File: src/rtl/uart_arb_pkg.sv
// Shared types, constants and helpers for the UART TX round-robin arbiter.
package uart_arb_pkg;

  localparam int unsigned MAX_REQ = 8;
  localparam int unsigned BYTE_W  = 8;
  localparam int unsigned DATA_W  = MAX_REQ * BYTE_W;

  localparam logic [7:0] DEFAULT_LOCK_BYTE = 8'h0A;

  typedef enum logic {
    IDLE = 1'b0,
    XFER = 1'b1
  } arb_state_e;

  // Extract byte idx from a packed byte vector (byte i at bits [8i+7:8i]).
  function automatic logic [7:0] byte_sel(input logic [DATA_W-1:0] data,
                                          input int unsigned idx);
    return 8'(data >> (BYTE_W * idx));
  endfunction

endpackage

File: src/rtl/uart_tx_arbiter_if.sv
// Requester-side and UART-TX-side handshake bundle for uart_tx_arbiter.
interface uart_tx_arbiter_if #(
  parameter int unsigned NUM_REQ = 4
);
  localparam int unsigned IW = $clog2(NUM_REQ);

  logic [NUM_REQ-1:0]   req_valid;
  logic [NUM_REQ*8-1:0] req_data;
  logic [NUM_REQ-1:0]   req_ready;
  logic                 tx_valid;
  logic [7:0]           tx_data;
  logic                 tx_ready;
  logic [IW-1:0]        grant_id;
  logic                 busy;

  // Master: the requesters plus the UART TX sink around the arbiter.
  modport master (
    output req_valid, req_data, tx_ready,
    input  req_ready, tx_valid, tx_data, grant_id, busy
  );

  // Slave: the arbiter itself.
  modport slave (
    input  req_valid, req_data, tx_ready,
    output req_ready, tx_valid, tx_data, grant_id, busy
  );

endinterface

File: src/rtl/rr_arbiter.sv
// Combinational rotating-priority picker: first set request after last_grant.
module rr_arbiter #(
  parameter int unsigned NUM_REQ = 4,
  parameter int unsigned IW      = $clog2(NUM_REQ)
) (
  input  logic [NUM_REQ-1:0] req,
  input  logic [IW-1:0]      last_grant,
  output logic [IW-1:0]      grant,
  output logic               any_req
);

  // Scan offsets 1..NUM_REQ so the last winner is checked last.
  always_comb begin
    grant   = '0;
    any_req = 1'b0;
    for (int unsigned off = 1; off <= NUM_REQ; off++) begin
      if (!any_req && req[IW'((32'(last_grant) + off) % NUM_REQ)]) begin
        any_req = 1'b1;
        grant   = IW'((32'(last_grant) + off) % NUM_REQ);
      end
    end
  end

endmodule

File: src/rtl/uart_tx_arbiter.sv
// Round-robin sharing of one UART TX byte stream among NUM_REQ requesters.
// Define UART_TX_ARB_LOCK_EN to hold a grant until LOCK_BYTE or an idle timeout.
module uart_tx_arbiter
  import uart_arb_pkg::*;
#(
  parameter int unsigned NUM_REQ      = 4,
  parameter logic [7:0]  LOCK_BYTE    = DEFAULT_LOCK_BYTE,
  parameter int unsigned LOCK_TIMEOUT = 1024
) (
  input logic              clk,
  input logic              rst,
  uart_tx_arbiter_if.slave bus
);

  localparam int unsigned IW = $clog2(NUM_REQ);

  arb_state_e         state;
  arb_state_e         state_nxt;
  logic [IW-1:0]      grant_id;
  logic [IW-1:0]      last_grant;
  logic [IW-1:0]      pick;
  logic               any_req;
  logic               gnt_valid;
  logic               accept;
  logic               release_c;
  logic               tx_valid;
  logic               tx_valid_nxt;
  logic [7:0]         tx_data;
  logic [7:0]         in_byte;
  logic               busy;
  logic [NUM_REQ-1:0] req_ready;

  rr_arbiter #(
    .NUM_REQ (NUM_REQ),
    .IW      (IW)
  ) u_rr (
    .req        (bus.req_valid),
    .last_grant (last_grant),
    .grant      (pick),
    .any_req    (any_req)
  );

  // A byte moves only when the one-entry output register is free or draining.
  assign gnt_valid = bus.req_valid[grant_id];
  assign accept    = (state == XFER) && gnt_valid && (!tx_valid || bus.tx_ready);
  assign in_byte   = byte_sel(DATA_W'(bus.req_data), 32'(grant_id));

  always_comb begin
    req_ready           = '0;
    req_ready[grant_id] = accept;
  end

`ifdef UART_TX_ARB_LOCK_EN
  localparam int unsigned     TMO_W    = $clog2(LOCK_TIMEOUT) + 1;
  localparam logic [TMO_W-1:0] TMO_LAST = TMO_W'(LOCK_TIMEOUT - 1);

  logic [TMO_W-1:0] idle_cnt;
  logic             eom;
  logic             tmo;

  assign eom       = accept && (in_byte == LOCK_BYTE);
  assign tmo       = (state == XFER) && !gnt_valid && (idle_cnt == TMO_LAST);
  assign release_c = eom || tmo;

  // Counts stalled cycles of the locked requester; saturates instead of wrapping.
  always_ff @(posedge clk) begin
    if (rst) begin
      idle_cnt <= '0;
    end else if ((state != XFER) || accept) begin
      idle_cnt <= '0;
    end else if (!gnt_valid && (idle_cnt != '1)) begin
      idle_cnt <= idle_cnt + TMO_W'(1);
    end
  end
`else
  // One byte per grant; a requester that drops valid also gives up its turn.
  assign release_c = accept || !gnt_valid;

  logic unused_lock_cfg;
  assign unused_lock_cfg = ^{LOCK_BYTE, 32'(LOCK_TIMEOUT)};
`endif

  always_comb begin
    state_nxt = state;
    case (state)
      IDLE:    if (any_req)   state_nxt = XFER;
      XFER:    if (release_c) state_nxt = IDLE;
      default:                state_nxt = IDLE;
    endcase
    tx_valid_nxt = accept ? 1'b1 : (tx_valid && !bus.tx_ready);
  end

  // last_grant resets to the top index so requester 0 wins the first round.
  always_ff @(posedge clk) begin
    if (rst) begin
      state      <= IDLE;
      grant_id   <= '0;
      last_grant <= IW'(NUM_REQ - 1);
      tx_valid   <= 1'b0;
      tx_data    <= 8'h00;
      busy       <= 1'b0;
    end else begin
      state <= state_nxt;
      if ((state == IDLE) && any_req) begin
        grant_id   <= pick;
        last_grant <= pick;
      end
      tx_valid <= tx_valid_nxt;
      if (accept) begin
        tx_data <= in_byte;
      end
      busy <= (state_nxt != IDLE) || tx_valid_nxt;
    end
  end

  assign bus.req_ready = req_ready;
  assign bus.tx_valid  = tx_valid;
  assign bus.tx_data   = tx_data;
  assign bus.grant_id  = grant_id;
  assign bus.busy      = busy;

endmodule

File: src/flat_wrapper.sv
// flat-port wrapper written by rule: the top's interface ports become plain ports
module uart_tx_arbiter_flat import uart_arb_pkg::*;
#(
  parameter int unsigned NUM_REQ      = 4,
  parameter logic [7:0]  LOCK_BYTE    = DEFAULT_LOCK_BYTE,
  parameter int unsigned LOCK_TIMEOUT = 1024
)
  (clk, rst, bus_req_valid, bus_req_data, bus_tx_ready, bus_req_ready, bus_tx_valid, bus_tx_data, bus_grant_id, bus_busy);
  uart_tx_arbiter_if #(.NUM_REQ(NUM_REQ)) bus_i ();
  input logic clk;
  input logic rst;
  input wire logic [$bits(bus_i.req_valid)-1:0] bus_req_valid;
  input wire logic [$bits(bus_i.req_data)-1:0] bus_req_data;
  input wire logic [$bits(bus_i.tx_ready)-1:0] bus_tx_ready;
  output wire logic [$bits(bus_i.req_ready)-1:0] bus_req_ready;
  output wire logic [$bits(bus_i.tx_valid)-1:0] bus_tx_valid;
  output wire logic [$bits(bus_i.tx_data)-1:0] bus_tx_data;
  output wire logic [$bits(bus_i.grant_id)-1:0] bus_grant_id;
  output wire logic [$bits(bus_i.busy)-1:0] bus_busy;
  assign bus_i.req_valid = bus_req_valid;
  assign bus_i.req_data = bus_req_data;
  assign bus_i.tx_ready = bus_tx_ready;
  assign bus_req_ready = bus_i.req_ready;
  assign bus_tx_valid = bus_i.tx_valid;
  assign bus_tx_data = bus_i.tx_data;
  assign bus_grant_id = bus_i.grant_id;
  assign bus_busy = bus_i.busy;
  uart_tx_arbiter #(.NUM_REQ(NUM_REQ), .LOCK_BYTE(LOCK_BYTE), .LOCK_TIMEOUT(LOCK_TIMEOUT)) u_core (.clk(clk), .rst(rst), .bus(bus_i));
endmodule
File: config.mk
export PLATFORM = sky130hd
export DESIGN_NAME = uart_tx_arbiter_flat
export DESIGN_NICKNAME = d
export VERILOG_FILES = /design/src/rtl/uart_arb_pkg.sv /design/src/rtl/uart_tx_arbiter_if.sv /design/src/rtl/rr_arbiter.sv /design/src/rtl/uart_tx_arbiter.sv /design/src/flat_wrapper.sv
export SDC_FILE = /design/constraint.sdc
export NUM_CORES = 1
export LEC_CHECK = 0
export CAP_MARGIN = 20
export CORE_ASPECT_RATIO = 1.2
export CORE_MARGIN = 2
export CORE_UTILIZATION = 32
export CTS_CLUSTER_SIZE = 10
export DETAILED_ROUTE_END_ITERATION = 10
export GPL_TIMING_DRIVEN = 1
export HOLD_SLACK_MARGIN = 0.1
export PLACE_DENSITY = 0.86
export SKIP_LAST_GASP = 1
export SLEW_MARGIN = 5
export SYNTH_ARGS = -nofsm -noshare
export SYNTH_HDL_FRONTEND = slang
export SYNTH_SLANG_ARGS = --single-unit
File: constraint.sdc
create_clock -name clk -period 1.95 [get_ports clk]
set_clock_uncertainty 0.15 [all_clocks]
set_input_delay 0.585 -clock clk [delete_from_list [all_inputs] [get_ports clk]]
set_output_delay 0.585 -clock clk [all_outputs]
set_load 0.01 [all_outputs]
==> run summary <==
====================================================================================
DRC violations left ...................................................            0
Synthesized-area fraction occupied by adder cells .....................            0
Largest family of logic cells by synthesized area ..................... multiplexers
Worst min-delay path class ............................................ register to register
Starting utilization of the core area .................................       0.3327
Total Wirelength ......................................................     2.714 mm
Maximum level of the CTS H-tree .......................................            1
Top-level I/O count ...................................................           55
Fraction of final layout cells sized beyond drive strength 1 ..........       0.3052
Leading post-synthesis cells by instance count ........................ sky130_fd_sc_hd__dfxtp_1 (15), sky130_fd_sc_hd__nor2_1 (15), sky130_fd_sc_hd__mux2i_1 (9), sky130_fd_sc_hd__mux4_2 (9), sky130_fd_sc_hd__nand2_1 (6)
Drt first-iter violations .............................................           30
Post-synthesis simple-gate area fraction ..............................       0.1696
Seq cells post-synth ..................................................           15
Area of the die .......................................................   3055 sq um
Standard-cell rows ....................................................           20
Number of filler instances in the final layout ........................          208
Multiplexer fraction of the synthesized cell area .....................       0.3482
All-layer global routing usage ........................................       0.1887
Top cells by area, synth .............................................. sky130_fd_sc_hd__dfxtp_1 (36%), sky130_fd_sc_hd__mux4_2 (24%), sky130_fd_sc_hd__mux2i_1 (11%), sky130_fd_sc_hd__nor2_1 (6.7%), sky130_fd_sc_hd__a21oi_1 (3.0%)
Remaining max-slew budget at the tightest pin .........................       0.7990
Slew Limit Fails ......................................................            0
Number of hold-slack violations in the final timing report ............            0
Cell leakage power .................................................... 0.0007169 uW
Logic pwr share .......................................................        0.398
Arr. time, crit path ..................................................      1480 ps
First-pass GRT wire length ............................................     4.278 mm
Top achievable clock speed ............................................    450.7 MHz
Skew-Pair Late Insertion Delay ........................................       270 ps
Number of vias per cell after detailed routing ........................        5.016
Actual slew at the worst max-slew pin .................................     298.3 ps
Share of the synthesized area in the top cell type ....................       0.3571
Number of enable-type register cells in the synthesized netlist .......            0
Max capacitance violation total .......................................            0
Total power after layout ..............................................     875.5 uW
Total vias in the final route .........................................          938
Total routed wire length on the met1 layer ............................     1.049 mm
# diodes ..............................................................            0
Post-synthesis xor/xnor area fraction .................................            0
Final worst-path setup slack ..........................................    -268.8 ps
Initial antenna violation count .......................................            0
Critical Path Sink Type ............................................... primary output
Distinct cell type count after synthesis ..............................           23
Reg clk slew, reported paths ..........................................        80 ps
Run status ............................................................ finished with violations
Pre-Repair DR Iteration Count .........................................            6
Share of flip-flops with an asynchronous set or reset after synthesis .            0
Critical Path Source Type ............................................. primary input
VDD IR-drop max .......................................................    0.2663 mV
Syn. warnings .........................................................            0
Synth Net Count .......................................................          120
Post-route ant nets ...................................................            0
Seq pwr share .........................................................        0.406
Gate count of the mapped netlist ......................................           81
Wire length per cell .................................................. 14.51 microns
Violated checks ....................................................... negative setup slack
Area grow syn2layout ..................................................       89.29%
Final Setup Violations ................................................            4
Clock tree from TritonCTS .............................................         done
Top fanout value on the critical path .................................            4
Number of global-route vias before repair .............................          962
Detailed placement HPWL ...............................................     2.174 mm
Final RePlAce weighted congestion .....................................       0.7104
Post-synthesis sequential area ratio ..................................       0.3571
Pin count of the biggest net entering global routing ..................           15
Port-buffer cells .....................................................           54
Power density over the cells .......................................... 550.1 nW/um^2
Fraction of the mapped netlist area in compound gates .................      0.08780
Number of clock buffers inserted by TritonCTS .........................            3
Clock Tree Root ....................................................... sky130_fd_sc_hd__clkbuf_4
Part of the cycle the worst path needs ................................        1.138
Part of the power in the clock network ................................        0.196
Top metal layer carrying routed signals ...............................         met4
Internal power of the cells ...........................................     633.9 uW
Cell Area, Synth ......................................................  840.8 sq um
WL met2 ...............................................................     1.343 mm
Worst path required time ..............................................      1210 ps
Biggest area consumer among synthesized cells ......................... sky130_fd_sc_hd__dfxtp_1
Buffers from clock root to sink, at most ..............................            2
CTS sink cnt ..........................................................           15
Core area .............................................................   2527 sq um
Final Util ............................................................       0.6297
GR Overflow Total .....................................................            0
Switching power of the nets ...........................................     241.7 uW
Amount of wire on met3 after detailed routing .........................  291 microns
Top flip-flop cell by instance count after synthesis .................. sky130_fd_sc_hd__dfxtp_1
Shortest period the worst path allows .................................      2219 ps
Avg Inst Size Synth ...................................................  10.38 sq um
Chip Height ........................................................... 60.15 microns
DIE WIDTH ............................................................. 50.80 microns
Post-layout nets ......................................................          194
Crit Path Class ....................................................... primary input to primary output
RSZ-0062 raised after global routing ..................................         true
Switching share of power ..............................................       0.2760
====================================================================================
==> metrics by stage <==
stage	cells	setup slack [ps]	cell area, sq um	hold slack (ps)	setup TNS [ps]
2_1_floorplan	81	-125.8	850.8	370.7	-260.0
3_5_place_dp	180	-1017	1525	337.0	-7707
3_3_place_gp	180	-976.0	1525	325.4	-6886
6_report	187	-268.8	1592	353.8	-631.6
5_1_grt	187	-308.4	1592	381.2	-803.6
4_1_cts	185	-288.1	1565	356.9	-664.1
==> metal layers <==
metal,GRT usage,vias up
li1,-,447
met1,0.1931,438
met2,0.3590,49
met3,0.06500,4
met4,0.05792,0
met5,0,-
==> worst max-delay path, stage by stage <==
cell and delay (ps):
sky130_fd_sc_hd__buf_2 110, sky130_fd_sc_hd__mux4_2 500, sky130_fd_sc_hd__nand3_4 110, sky130_fd_sc_hd__nor3b_2 50
sky130_fd_sc_hd__buf_2 130
==> worst paths after layout <==
check                                                          from                            endpoint  slack, ps  depth (start not counted)
worst min-delay path             u_core.bus.tx_data[5]$_SDFFE_PP0P_  u_core.bus.tx_data[5]$_SDFFE_PP0P_        350                          2
worst max-delay path                               bus_req_valid[2]                    bus_req_ready[2]       -270                          5
worst max register to register  u_core.bus.grant_id[1]$_SDFFE_PP0P_  u_core.bus.tx_data[4]$_SDFFE_PP0P_        200                          6
worst min register to register   u_core.bus.tx_data[5]$_SDFFE_PP0P_  u_core.bus.tx_data[5]$_SDFFE_PP0P_        350                          2
==> what timing repair did <==
action	CTS	global route
setup buffers	1	2
hold endpoints to repair	0	0
setup endpoints to repair	14	7
gates resized for setup	48	4
gates cloned	0	0
hold buffers	0	0
pin swaps	4	3
==> layout by cell type (no fill, tap or decap), types with 2 or more instances in the layout <==
master	instances
sky130_fd_sc_hd__a21oi_1	5
sky130_fd_sc_hd__buf_2	5
sky130_fd_sc_hd__buf_4	17
sky130_fd_sc_hd__buf_6	5
sky130_fd_sc_hd__clkbuf_4	3
sky130_fd_sc_hd__clkdlybuf4s15_1	2
sky130_fd_sc_hd__clkdlybuf4s50_1	41
sky130_fd_sc_hd__dfxtp_1	13
sky130_fd_sc_hd__dfxtp_2	2
sky130_fd_sc_hd__dlymetal6s2s_1	2
sky130_fd_sc_hd__mux2i_1	9
sky130_fd_sc_hd__mux4_2	9
sky130_fd_sc_hd__nand2_1	6
sky130_fd_sc_hd__nor2_1	15
sky130_fd_sc_hd__nor3_1	2
sky130_fd_sc_hd__nor3b_2	2
==> cell families (layout without fill, tap and decap cells) <==
logic type | Yosys count | in the layout
DFF | 15 | 15
and+or+nand+nor | 31 | 31
buffers and inverters | 5 | 78
muxes | 18 | 18
AOI/OAI and AO/OA | 12 | 12
==> registers in the layout, summed over array words and instances (netlist names) <==
register	flops
u_core.last_grant	2
u_core.state	1
u_core.bus.tx_valid	1
u_core.bus.busy	1
u_core.bus.tx_data	8
u_core.bus.grant_id	2
==> power by group through the flow <==
stage	registers, uW	clock network [uW]	logic, uW
2_1_floorplan	371	0	143
3_3_place_gp	357	0	325
3_5_place_dp	360	0	337
4_1_cts	356	174	342
5_1_grt	359	197	372
6_report	356	172	348
==> layout make-up <==
type | count | area (sq um) | share of cell area
repair buffers | 73 | 673.1 | 0.4230
multi-input cells | 61 | 544.3 | 0.3420
flip-flops and latches | 15 | 302.8 | 0.1903
well taps | 33 | 41.29 | 0.02594
clock buffers | 4 | 26.28 | 0.01651
inverters | 1 | 3.754 | 0.002358
No activity file was read; power rests on OpenSTA's default activity.
